==> src/rtl/neuron_pkg.sv <==
// ---------------------------------------------------------------------------
// neuron_pkg
// Shared definitions for the neuron sequencer slice:
//   - state_t   : sequencer FSM state encoding (IDLE, CLEAR, FEED, DRAIN, OUT)
//   - DEF_*     : default widths and pair count used as parameter defaults
//   - cnt_width : width of the pair counter, $clog2(n_inputs+1)
// Optional build macro used by files importing this package:
//   NEURON_SEQ_BIAS_EN
// ---------------------------------------------------------------------------
package neuron_pkg;

   localparam int DEF_DATA_WIDTH = 8;
   localparam int DEF_ACC_WIDTH  = 18;
   localparam int DEF_OUT_WIDTH  = 8;
   localparam int DEF_N_INPUTS   = 16;
   localparam int DEF_SHIFT      = 4;

   typedef enum logic [2:0] {
      ST_IDLE  = 3'd0,
      ST_CLEAR = 3'd1,
      ST_FEED  = 3'd2,
      ST_DRAIN = 3'd3,
      ST_OUT   = 3'd4
   } state_t;

   // Counter wide enough to hold every value 0..n_inputs.
   function automatic int cnt_width(input int n_inputs);
      return $clog2(n_inputs + 1);
   endfunction

endpackage

==> src/rtl/neuron_sequencer_if.sv <==
// ---------------------------------------------------------------------------
// neuron_sequencer_if
// Bundles the control, operand, MAC-side and output signals of the neuron
// sequencer.
//   slave  : the sequencer itself
//   master : the environment (upstream source, MAC, downstream sink)
// Handshake rule for both in_* and out_* channels: a transfer happens on a
// rising clock edge where valid and ready are both high; the producer holds
// valid and its data stable until that edge, and ready never depends on
// anything that would create a combinational loop back to valid.
// bias exists only when NEURON_SEQ_BIAS_EN is defined.
// ---------------------------------------------------------------------------
interface neuron_sequencer_if #(
   parameter int DATA_WIDTH = 8,
   parameter int ACC_WIDTH  = 18,
   parameter int OUT_WIDTH  = 8
);
   logic                  start;
   logic                  busy;
   logic                  in_valid;
   logic                  in_ready;
   logic [DATA_WIDTH-1:0] in_a;
   logic [DATA_WIDTH:0]   in_b;
`ifdef NEURON_SEQ_BIAS_EN
   logic [ACC_WIDTH-1:0]  bias;
`endif
   logic                  mac_rst;
   logic                  mac_en;
   logic [DATA_WIDTH-1:0] mac_a;
   logic [DATA_WIDTH:0]   mac_b;
   logic [ACC_WIDTH-1:0]  mac_result;
   logic                  out_valid;
   logic                  out_ready;
   logic [OUT_WIDTH-1:0]  out_data;

   modport slave (
`ifdef NEURON_SEQ_BIAS_EN
      input  bias,
`endif
      input  start, in_valid, in_a, in_b, mac_result, out_ready,
      output busy, in_ready, mac_rst, mac_en, mac_a, mac_b, out_valid, out_data
   );

   modport master (
`ifdef NEURON_SEQ_BIAS_EN
      output bias,
`endif
      output start, in_valid, in_a, in_b, mac_result, out_ready,
      input  busy, in_ready, mac_rst, mac_en, mac_a, mac_b, out_valid, out_data
   );

endinterface

==> src/rtl/neuron_postproc.sv <==
// ---------------------------------------------------------------------------
// neuron_postproc
// Combinational post-processing of the accumulated sum:
//   sum = i_mac_result + i_bias (ACC_WIDTH+1 bits, cannot overflow)
//   scaled = sum >> SHIFT
//   o_data = min(scaled, 2^OUT_WIDTH-1)
// Ports:
//   i_mac_result  ACC_WIDTH   accumulator value
//   i_bias        ACC_WIDTH   unsigned bias (tied to zero when unused)
//   o_data        OUT_WIDTH   saturated result
// ---------------------------------------------------------------------------
module neuron_postproc #(
   parameter int ACC_WIDTH = 18,
   parameter int SHIFT     = 4,
   parameter int OUT_WIDTH = 8
)(
   input  logic [ACC_WIDTH-1:0] i_mac_result,
   input  logic [ACC_WIDTH-1:0] i_bias,
   output logic [OUT_WIDTH-1:0] o_data
);
   localparam logic [ACC_WIDTH:0] SAT_MAX =
      {{(ACC_WIDTH + 1 - OUT_WIDTH){1'b0}}, {OUT_WIDTH{1'b1}}};

   logic [ACC_WIDTH:0] w_sum;
   logic [ACC_WIDTH:0] w_scaled;

   assign w_sum    = {1'b0, i_mac_result} + {1'b0, i_bias};
   assign w_scaled = w_sum >> SHIFT;
   assign o_data   = (w_scaled > SAT_MAX) ? {OUT_WIDTH{1'b1}} : w_scaled[OUT_WIDTH-1:0];

endmodule

==> src/rtl/neuron_sequencer.sv <==
// ---------------------------------------------------------------------------
// neuron_sequencer
// Control stage in front of a MAC. On start: one CLEAR cycle (mac_rst), then
// N_INPUTS operand pairs are streamed to the MAC, one DRAIN cycle computes the
// bias-added, shifted, saturated output, and OUT presents it until accepted.
// Ports:
//   clk, rst     clock and asynchronous active-high reset
//   sif          neuron_sequencer_if.slave (start/busy, in_*, mac_*, out_*)
//   o_dbg_state  current FSM state for observation
// Build option: NEURON_SEQ_BIAS_EN adds the bias input and its capture register.
// ---------------------------------------------------------------------------
module neuron_sequencer
   import neuron_pkg::*;
#(
   parameter int DATA_WIDTH = DEF_DATA_WIDTH,
   parameter int ACC_WIDTH  = DEF_ACC_WIDTH,
   parameter int N_INPUTS   = DEF_N_INPUTS,
   parameter int SHIFT      = DEF_SHIFT,
   parameter int OUT_WIDTH  = DEF_OUT_WIDTH
)(
   input  logic               clk,
   input  logic               rst,
   neuron_sequencer_if.slave  sif,
   output state_t             o_dbg_state
);
   localparam int CNT_W = cnt_width(N_INPUTS);
   localparam logic [CNT_W-1:0] LAST_IDX = CNT_W'(N_INPUTS - 1);

   state_t               r_state;
   logic [CNT_W-1:0]     r_cnt;
   logic                 r_busy;
   logic                 r_in_ready;
   logic                 r_mac_rst;
   logic                 r_out_valid;
   logic [OUT_WIDTH-1:0] r_out_data;

   logic                 w_accept;
   logic [ACC_WIDTH-1:0] w_bias;
   logic [OUT_WIDTH-1:0] w_post;

`ifdef NEURON_SEQ_BIAS_EN
   logic [ACC_WIDTH-1:0] r_bias;
   assign w_bias = r_bias;
`else
   assign w_bias = '0;
`endif

   assign w_accept = sif.in_valid & r_in_ready;

   // Operands reach the MAC only while FEED is accepting pairs.
   assign sif.mac_en    = w_accept;
   assign sif.mac_a     = r_in_ready ? sif.in_a : '0;
   assign sif.mac_b     = r_in_ready ? sif.in_b : '0;
   assign sif.mac_rst   = r_mac_rst;
   assign sif.in_ready  = r_in_ready;
   assign sif.busy      = r_busy;
   assign sif.out_valid = r_out_valid;
   assign sif.out_data  = r_out_data;
   assign o_dbg_state   = r_state;

   neuron_postproc #(
      .ACC_WIDTH (ACC_WIDTH),
      .SHIFT     (SHIFT),
      .OUT_WIDTH (OUT_WIDTH)
   ) u_postproc (
      .i_mac_result (sif.mac_result),
      .i_bias       (w_bias),
      .o_data       (w_post)
   );

   // Flags are registered alongside the state so each one is a clean decode
   // of the state being entered.
   always_ff @(posedge clk or posedge rst) begin
      if (rst) begin
         r_state     <= ST_IDLE;
         r_cnt       <= '0;
         r_busy      <= 1'b0;
         r_in_ready  <= 1'b0;
         r_mac_rst   <= 1'b0;
         r_out_valid <= 1'b0;
         r_out_data  <= '0;
`ifdef NEURON_SEQ_BIAS_EN
         r_bias      <= '0;
`endif
      end else begin
         case (r_state)
            ST_IDLE: begin
               if (sif.start) begin
                  r_state   <= ST_CLEAR;
                  r_busy    <= 1'b1;
                  r_mac_rst <= 1'b1;
`ifdef NEURON_SEQ_BIAS_EN
                  r_bias    <= sif.bias;
`endif
               end
            end
            ST_CLEAR: begin
               r_mac_rst  <= 1'b0;
               r_cnt      <= '0;
               r_in_ready <= 1'b1;
               r_state    <= ST_FEED;
            end
            ST_FEED: begin
               if (w_accept) begin
                  r_cnt <= r_cnt + CNT_W'(1);
                  if (r_cnt == LAST_IDX) begin
                     r_in_ready <= 1'b0;
                     r_state    <= ST_DRAIN;
                  end
               end
            end
            ST_DRAIN: begin
               // mac_result already holds the final accumulate here.
               r_out_data  <= w_post;
               r_out_valid <= 1'b1;
               r_state     <= ST_OUT;
            end
            ST_OUT: begin
               if (sif.out_ready) begin
                  r_out_valid <= 1'b0;
                  r_busy      <= 1'b0;
                  r_state     <= ST_IDLE;
               end
            end
            default: begin
               r_state <= ST_IDLE;
            end
         endcase
      end
   end

endmodule

==> src/flat_wrapper.sv <==
// flat-port wrapper written by rule: the top's interface ports become plain ports
module neuron_sequencer_flat import neuron_pkg::*;
#(
   parameter int DATA_WIDTH = DEF_DATA_WIDTH,
   parameter int ACC_WIDTH  = DEF_ACC_WIDTH,
   parameter int N_INPUTS   = DEF_N_INPUTS,
   parameter int SHIFT      = DEF_SHIFT,
   parameter int OUT_WIDTH  = DEF_OUT_WIDTH
)
  (clk, rst, o_dbg_state, sif_start, sif_in_valid, sif_in_a, sif_in_b, sif_mac_result, sif_out_ready, sif_busy, sif_in_ready, sif_mac_rst, sif_mac_en, sif_mac_a, sif_mac_b, sif_out_valid, sif_out_data);
  neuron_sequencer_if #(.DATA_WIDTH(DATA_WIDTH), .ACC_WIDTH(ACC_WIDTH), .OUT_WIDTH(OUT_WIDTH)) sif_i ();
  input  logic clk;
  input  logic rst;
  output state_t o_dbg_state;
  input wire logic [$bits(sif_i.start)-1:0] sif_start;
  input wire logic [$bits(sif_i.in_valid)-1:0] sif_in_valid;
  input wire logic [$bits(sif_i.in_a)-1:0] sif_in_a;
  input wire logic [$bits(sif_i.in_b)-1:0] sif_in_b;
  input wire logic [$bits(sif_i.mac_result)-1:0] sif_mac_result;
  input wire logic [$bits(sif_i.out_ready)-1:0] sif_out_ready;
  output wire logic [$bits(sif_i.busy)-1:0] sif_busy;
  output wire logic [$bits(sif_i.in_ready)-1:0] sif_in_ready;
  output wire logic [$bits(sif_i.mac_rst)-1:0] sif_mac_rst;
  output wire logic [$bits(sif_i.mac_en)-1:0] sif_mac_en;
  output wire logic [$bits(sif_i.mac_a)-1:0] sif_mac_a;
  output wire logic [$bits(sif_i.mac_b)-1:0] sif_mac_b;
  output wire logic [$bits(sif_i.out_valid)-1:0] sif_out_valid;
  output wire logic [$bits(sif_i.out_data)-1:0] sif_out_data;
  assign sif_i.start = sif_start;
  assign sif_i.in_valid = sif_in_valid;
  assign sif_i.in_a = sif_in_a;
  assign sif_i.in_b = sif_in_b;
  assign sif_i.mac_result = sif_mac_result;
  assign sif_i.out_ready = sif_out_ready;
  assign sif_busy = sif_i.busy;
  assign sif_in_ready = sif_i.in_ready;
  assign sif_mac_rst = sif_i.mac_rst;
  assign sif_mac_en = sif_i.mac_en;
  assign sif_mac_a = sif_i.mac_a;
  assign sif_mac_b = sif_i.mac_b;
  assign sif_out_valid = sif_i.out_valid;
  assign sif_out_data = sif_i.out_data;
  neuron_sequencer #(.DATA_WIDTH(DATA_WIDTH), .ACC_WIDTH(ACC_WIDTH), .N_INPUTS(N_INPUTS), .SHIFT(SHIFT), .OUT_WIDTH(OUT_WIDTH)) u_core (.clk(clk), .rst(rst), .sif(sif_i), .o_dbg_state(o_dbg_state));
endmodule
==> config.mk <==
export PLATFORM = sky130hd
export DESIGN_NAME = neuron_sequencer_flat
export DESIGN_NICKNAME = d
export VERILOG_FILES = /design/src/rtl/neuron_pkg.sv /design/src/rtl/neuron_sequencer_if.sv /design/src/rtl/neuron_postproc.sv /design/src/rtl/neuron_sequencer.sv /design/src/flat_wrapper.sv
export SDC_FILE = /design/constraint.sdc
export NUM_CORES = 1
export LEC_CHECK = 0
export CAP_MARGIN = 20
export CORE_MARGIN = 2
export CORE_UTILIZATION = 38
export DETAILED_ROUTE_END_ITERATION = 12
export GPL_ROUTABILITY_DRIVEN = 0
export HOLD_SLACK_MARGIN = 0.03
export PLACE_DENSITY = 0.84
export SYNTH_ARGS = -nofsm -noshare
export SYNTH_HDL_FRONTEND = slang
export SYNTH_SLANG_ARGS = --single-unit
==> constraint.sdc <==
create_clock -name clk -period 4.6 [get_ports clk]
set_clock_uncertainty 0.2 [all_clocks]
set_input_delay 0.92 -clock clk [delete_from_list [all_inputs] [get_ports clk]]
set_output_delay 0.92 -clock clk [all_outputs]
set_load 0.05 [all_outputs]
======== Word-level counts from Yosys, hierarchy flattened ========
Index checks and enable logic that the tools add are counted.
word-level totals
  input bits .............................. 40
  bits in registers ....................... 20
  output and inout port bits .............. 33
operators by class
  multiplexer cells ....................... 18
  equality and inequality tests ........... 9
  order comparisons ....................... 1
  bitwise logic cells ..................... 1
  $add $sub $neg .......................... 1
  reductions and logical operators ........ 11
operators with widths
  cell                   count
  $mux W8                2
  $pmux W3 S5            1
  $gt A14 B8 Y1 const B  1
  $mux W3                4
  $pmux W5 S2            1
  $mux W9                1
  $pmux W1 S2            4
  $reduce_bool A2 Y1     4
  $eq A3 B2 Y1 const B   2
  $ne A2 B2 Y1 const B   3
  $reduce_and A2 Y1      3
  $reduce_and A3 Y1      2
  $add A5 B1 Y5 const B  1
  $eq A5 B4 Y1 const B   1
  $mux W5                1
  $mux W1                4
  $reduce_and A4 Y1      1
  $eq A3 B1 Y1 const B   1
  $eq A3 B3 Y1 const B   1
  $logic_not A3 Y1       1
  $ne A2 B1 Y1 const B   1
  $and A1 B1 Y1          1

======== Depth between registers and ports, before layout ========
  depth after elaboration ................. 4
  mapped depth ............................ 6
  gate-level depth less buffers ........... 6

======== By module ========
A second synthesis with hierarchy kept.
second synthesis, totals
  cells, all modules ...................... 237
  area, all modules ....................... 2084.5 um^2
modules (own cells, without submodules)
  module            times used  cells each  area each (um^2)  sequential area each (um^2)
  neuron_sequencer  1           106         1102.3            500.5
  neuron_postproc   1           131         982.2             0.0

======== Worst setup path before layout ========
Ideal clock, no wire load.
  path type ............................... reg2out
  start ................................... register u_core.r_in_ready, in the netlist u_core.sif.in_ready
  end ..................................... output sif_mac_a[0]
  setup slack ............................. 1.905 ns
  stages on the path, launching flop included .. 4
  arrival ................................. 1.575 ns
  data required time ...................... 3.480 ns
  cell sequence ........................... dfrtp_1 -> clkbuf_1 -> clkbuf_1 -> and2_1
between the ends
  word-level cells in the longest chain between the ends .. 1
ends and longest elaborated chain
  item                    line                     RTL
  from (decl)             neuron_sequencer.sv:32   logic r_in_ready;
  from (signal assigned)  neuron_sequencer.sv:78   r_in_ready <= 1'b0;
  from (signal assigned)  neuron_sequencer.sv:100  r_in_ready <= 1'b1;
  from (signal assigned)  neuron_sequencer.sv:107  r_in_ready <= 1'b0;
  $mux W8                 neuron_sequencer.sv:52   assign sif.mac_a = r_in_ready ? sif.in_a : '0;
  to (decl)               flat_wrapper.sv:25       output wire logic [$bits(sif_i.mac_a)-1:0] sif_mac_a;
No other way between the ends.

======== Worst setup path after layout ========
  start ................................... input sif_in_valid
  end ..................................... output sif_mac_en
between the ends
  word-level cells in the longest chain between the ends .. 1
ends and longest elaborated chain
  item           line                    RTL
  from (decl)    flat_wrapper.sv:16      input wire logic [$bits(sif_i.in_valid)-1:0] sif_in_valid;
  $and A1 B1 Y1  neuron_sequencer.sv:48  assign w_accept = sif.in_valid & r_in_ready;
  to (decl)      flat_wrapper.sv:24      output wire logic [$bits(sif_i.mac_en)-1:0] sif_mac_en;
No other way between the ends.

==> impl_metrics.csv <==
group,metric,value,unit
place,hpwl,2540,µm
finish,layout_commonest_cell,"clkdlybuf4s50_1",
finish,drive_above_1_share,0.0314,
finish,multiInputGateArea,562,µm²
finish,syn2layout_area_growth,66.4,%
floorplanning,core_area,2780,µm²
sta,timing.slew.headroom,0.494,
clock_network,cts-resized-gates,0,
yosys,synth_ff_type,"dfrtp_1",
finish,mostFrequentLayoutCells,"clkdlybuf4s50_1 (68), nor2_1 (22), dfrtp_1 (20)",
critical_path,path_class,"in2out",
grt,antenna_found_initial,0,
sta,max_freq,274,MHz
clock_network,cts_buffer_depth,2,
clock_network,cts_tree,"yes",
finish,seq_area,500,µm²
yosys,synthTopCellsByArea,"dfrtp_1 (45%), and2_1 (11%), nor2_1 (7.4%)",
finish,fin_nets,234,
route,wl_per_cell,14.9,µm
route,first_pass_iters,4,
yosys,synth_top_area_frac,0.449,
route,viasPerCell,5.13,
yosys,seq_area_frac_synth,0.449,
route,drc,0,
floorplanning,die_w,58.1,µm
power,vdd_drop_max,0.570,mV
clock_network,root_buffer,"clkbuf_4",
yosys,syn_area_per_cell,8.77,µm²
clock_network,cts.clk_slew.worst_paths,0.11,ns
yosys,synth_edf_count,0,
flow_run,cap_violations,0,
worst_hold_path,hp-class,"reg2reg",
power,leakagePower,0.759,nW
grt,grt_usage,0.203,
critical_path,end_kind,"output pin",
sta,slew_violations,0,
sta,setup_slack,0.949,ns
clock_network,htree_num_levels,1,
sta,setup_violations,0,
clock_network,cts_buffers,3,
yosys,syn_nets,169,
floorplanning,rows,19,
clock_network,clock_latency,0.32,ns
sta,rsz0062_at_grt,"false",
clock_network,post-cts-setup-buffer-count,0,
floorplanning,die_h,58.1,µm
yosys,synthDistinctLibCells,29,
grt,grt_pass1_wl,5210,µm
power,power.total,1.04,mW
critical_path,cp.arrival,2.53,ns
power,p_per_area,562,nW/µm²
yosys,yosysWarnings,0,
critical_path,crit_fanout,5,
grt,grt_pass1_vias,1126,
critical_path,critPathLaunchType,"input port",
route,drt-initial-drc-count,23,
sta,setup_tns,0,ns
grt,grt_max_degree,25,
floorplanning,start_util,0.400,
floorplanning,io_pins,73,
route,ant_nets,0,
finish,fin_cells,222,
yosys,synth_top_cell_by_area,"dfrtp_1",
route,wirelength,3300,µm
clock_network,hold_buffers,0,
yosys,netlist_area,1110,µm²
finish,n_antenna_cell,0,
critical_path,required,3.48,ns
route,vias,1139,
sta,min_period_over_period,0.794,
sta,fin_crit,3.65,ns
yosys,ys_ff_latch,20,
yosys,synth-async-reset-ratio,1.00,
grt,overflow,0,
floorplanning,die_area,3380,µm²
place,dp_slack,0.962,ns
sta,tightest_slew,0.759,ns
clock_network,cts.sinks,20,
finish,nFillCells,237,
place,place_inst,218,
sta,hold_viol_final,0,
yosys,syn_inst,127,
place,dpl_cell_area,1800,µm²
status,status,"finished, final reports clean",
finish,stdcell_area,1850,µm²
place,io_buffers,68,
==> worst max-delay path: stages <==
cell	delay, ns
clkdlybuf4s50_1	0.55
and2_1	0.22
clkdlybuf4s50_1	0.84
==> cell usage after synthesis, types with 2 or more instances <==
master and number:
nand4_1 2, a21oi_1 14, inv_1 5, nand3_1 2, a22o_1 4, dfrtp_1 20
clkbuf_1 6, a211o_1 2, nand3b_1 3, nor3_1 2, and3_1 3, ha_1 2
nand2_1 4, buf_2 2, o21ai_0 3, and2_1 19, nor2_1 22
==> through the flow <==
stage / hold slack [ns] / utilization
2_1_floorplan: 0.296 / -
3_3_place_gp: 0.302 / 0.647
3_5_place_dp: 0.321 / 0.647
4_1_cts: 0.356 / 0.666
5_1_grt: 0.378 / 0.666
6_report: 0.351 / 0.666
==> cell type report <==
type,count,share of cell area
clock buffers,3,0.0122
flip-flops and latches,20,0.270
multi-input cells,94,0.303
repair buffers,68,0.367
well taps,31,0.0209
inverters,5,0.0101
clock inverters,1,0.0162
==> kinds of logic (layout without fill, tap and decap cells) <==
family | after synthesis | in the layout | share of synthesized area
AND/OR/NAND/NOR | 64 | 64 | 0.326
flip-flops | 20 | 20 | 0.449
buffers and inverters | 13 | 77 | 0.0461
XOR/XNOR | 1 | 1 | 0.00787
adder cells (fa/ha/maj) | 2 | 2 | 0.0225
AO/OA/AOI/OAI | 27 | 27 | 0.148
==> metal layers <==
layer  wire length, µm  vias up  GRT usage
met4                42        0     0.0598
met3                62        5     0.0335
li1                  -      559          -
met2              1870       14      0.370
met1              1320      561      0.243
met5                 0        -          0
==> worst paths after layout <==
kind	start	endpoint	slack, ns	cells after the start
max in group asynchronous	rst	u_core.sif.out_data[1]$_DFFE_PP0P_	2.89	2
min in group asynchronous	rst	u_core.sif.out_data[0]$_DFFE_PP0P_	0.83	2
setup / recovery	sif_in_valid	sif_mac_en	0.95	3
hold reg to reg	u_core.sif.out_data[1]$_DFFE_PP0P_	u_core.sif.out_data[1]$_DFFE_PP0P_	0.35	2
setup reg to reg	u_core.o_dbg_state[0]$_DFFE_PP0P_	u_core.sif.out_data[2]$_DFFE_PP0P_	2.84	3
hold / removal	u_core.sif.out_data[1]$_DFFE_PP0P_	u_core.sif.out_data[1]$_DFFE_PP0P_	0.35	2
==> sequential cells by signal (all words and copies together), names as in the netlist <==
register,cells
u_core.o_dbg_state,3
u_core.r_cnt,5
u_core.sif.busy,1
u_core.sif.in_ready,1
u_core.sif.mac_rst,1
u_core.sif.out_data,8
u_core.sif.out_valid,1
==> where the power goes <==
part / internal (mW) / switching, mW
clock network: 0.0882 / 0.0581
logic: 0.220 / 0.363
registers: 0.217 / 0.0954
total: 0.525 / 0.517
(Power assumes the default switching activity.)
==> variant: new RTL, same flow settings <==
Set the package constant `DEF_OUT_WIDTH` to 6 (it was 8).
--- a/src/rtl/neuron_pkg.sv
+++ b/src/rtl/neuron_pkg.sv
@@ -13,3 +13,3 @@
    localparam int DEF_ACC_WIDTH  = 18;
-   localparam int DEF_OUT_WIDTH  = 8;
+   localparam int DEF_OUT_WIDTH  = 6;
    localparam int DEF_N_INPUTS   = 16;
Ports: changed (resized sif_out_data); port bits go from 73 to 71. The function was not compared with the original's and may differ.
==> variant against the unedited design <==
Critical path depth did not move; sequential cell count is 2 lower; worst setup slack worse by 0.025 ns; sequential power down 3%; critical endpoint unchanged; die area is 5.6% lower; combinational power up 9.1%; total power fell by 0.28%; area after synthesis fell by 6.0%; non-clock buffer count is 2 lower; critical path type unchanged; design area is 5.7% lower; global-route usage decreased by 2.0 points; wire length is 14% lower; largest cell class unchanged.
==> variant: results (changes against the unedited design) <==
metric,value,unit,change
reg2reg_to,u_core.r_cnt[4],,was u_core.sif.out_data[2]
outcome,"finished, final reports clean",,unchanged
use_met2,31.4,%,was 37.0%
io_buffer_count,66,,was 68
insertion_delay,0.30,ns,was 0.32 ns
ff2ff_path_depth,5,,was 3
num-multi-input-gates,81,,was 94
drt-wirelength-per-cell,13.8,µm,was 14.9 µm
arrival,2.56,ns,was 2.53 ns
holdWs,0.336,ns,was 0.351 ns
yosys.cell_types.count,34,,was 29
syn_nets,153,,was 169
grt_pass1_wl,4690,µm,was 5210 µm
worstHoldStart,u_core.r_cnt[4],,was u_core.sif.out_data[1]
num-fill-cells,208,,was 237
max_slew_margin,56.5,%,was 49.4%
synth-seq-area-share,43.0,%,was 44.9%
multi_input_area_share,31.1,%,was 30.3%
r2r_slack,2.82,ns,was 2.84 ns
synth_common_cells,"18 x and2_1, 18 x dfrtp_1, 11 x nor2_1, 7 x a2bb2oi_1, 5 x inv_1",,"was 22 x nor2_1, 20 x dfrtp_1, 19 x and2_1, 14 x a21oi_1, 6 x clkbuf_1"
seq_area_share,25.8,%,was 27.0%
largest_reg_flops,6,,was 8
r2r-start,u_core.r_cnt[0],,was u_core.o_dbg_state[0]
whs_path_depth,1,,was 2
synthXorXnorAreaFrac,0.836,%,was 0.787%
synth-compound-area-share,17.6,%,was 14.8%
seq_cells,18,,was 20
vdd_drop_max,0.391,mV,was 0.570 mV
p_leak,0.717,nW,was 0.759 nW
grtUsageTotal,18.3,%,was 20.3%
## variant: cell count changes after synthesis, moves of 2 or more
| cell | change |
|---|---|
| nor2_1 | -11 |
| a21oi_1 | -10 |
| a2bb2oi_1 | +7 |
| clkbuf_1 | -4 |
| buf_2 | +2 |
| dfrtp_1 | -2 |
| nand3b_1 | -2 |
## variant: power groups by stage
stage	Sequential (mW)	Clock (mW)	Combinational [mW]
2_1_floorplan	0.383	0	0.351
3_3_place_gp	0.301	0	0.630
3_5_place_dp	0.306	0	0.640
4_1_cts	0.304	0.100	0.642
5_1_grt	0.321	0.105	0.670
6_report	0.304	0.0980	0.637
## variant: through the flow
step,area [µm²],utilization (%),setup WS [ns],power (mW)
finish,1750,65.1,0.925,1.04
global route,1750,65.1,0.881,1.10
CTS,1750,65.1,0.938,1.05
detailed placement,1710,63.7,0.946,0.945
global placement,1710,63.7,0.957,0.931
floorplan,1050,-,1.90,0.734
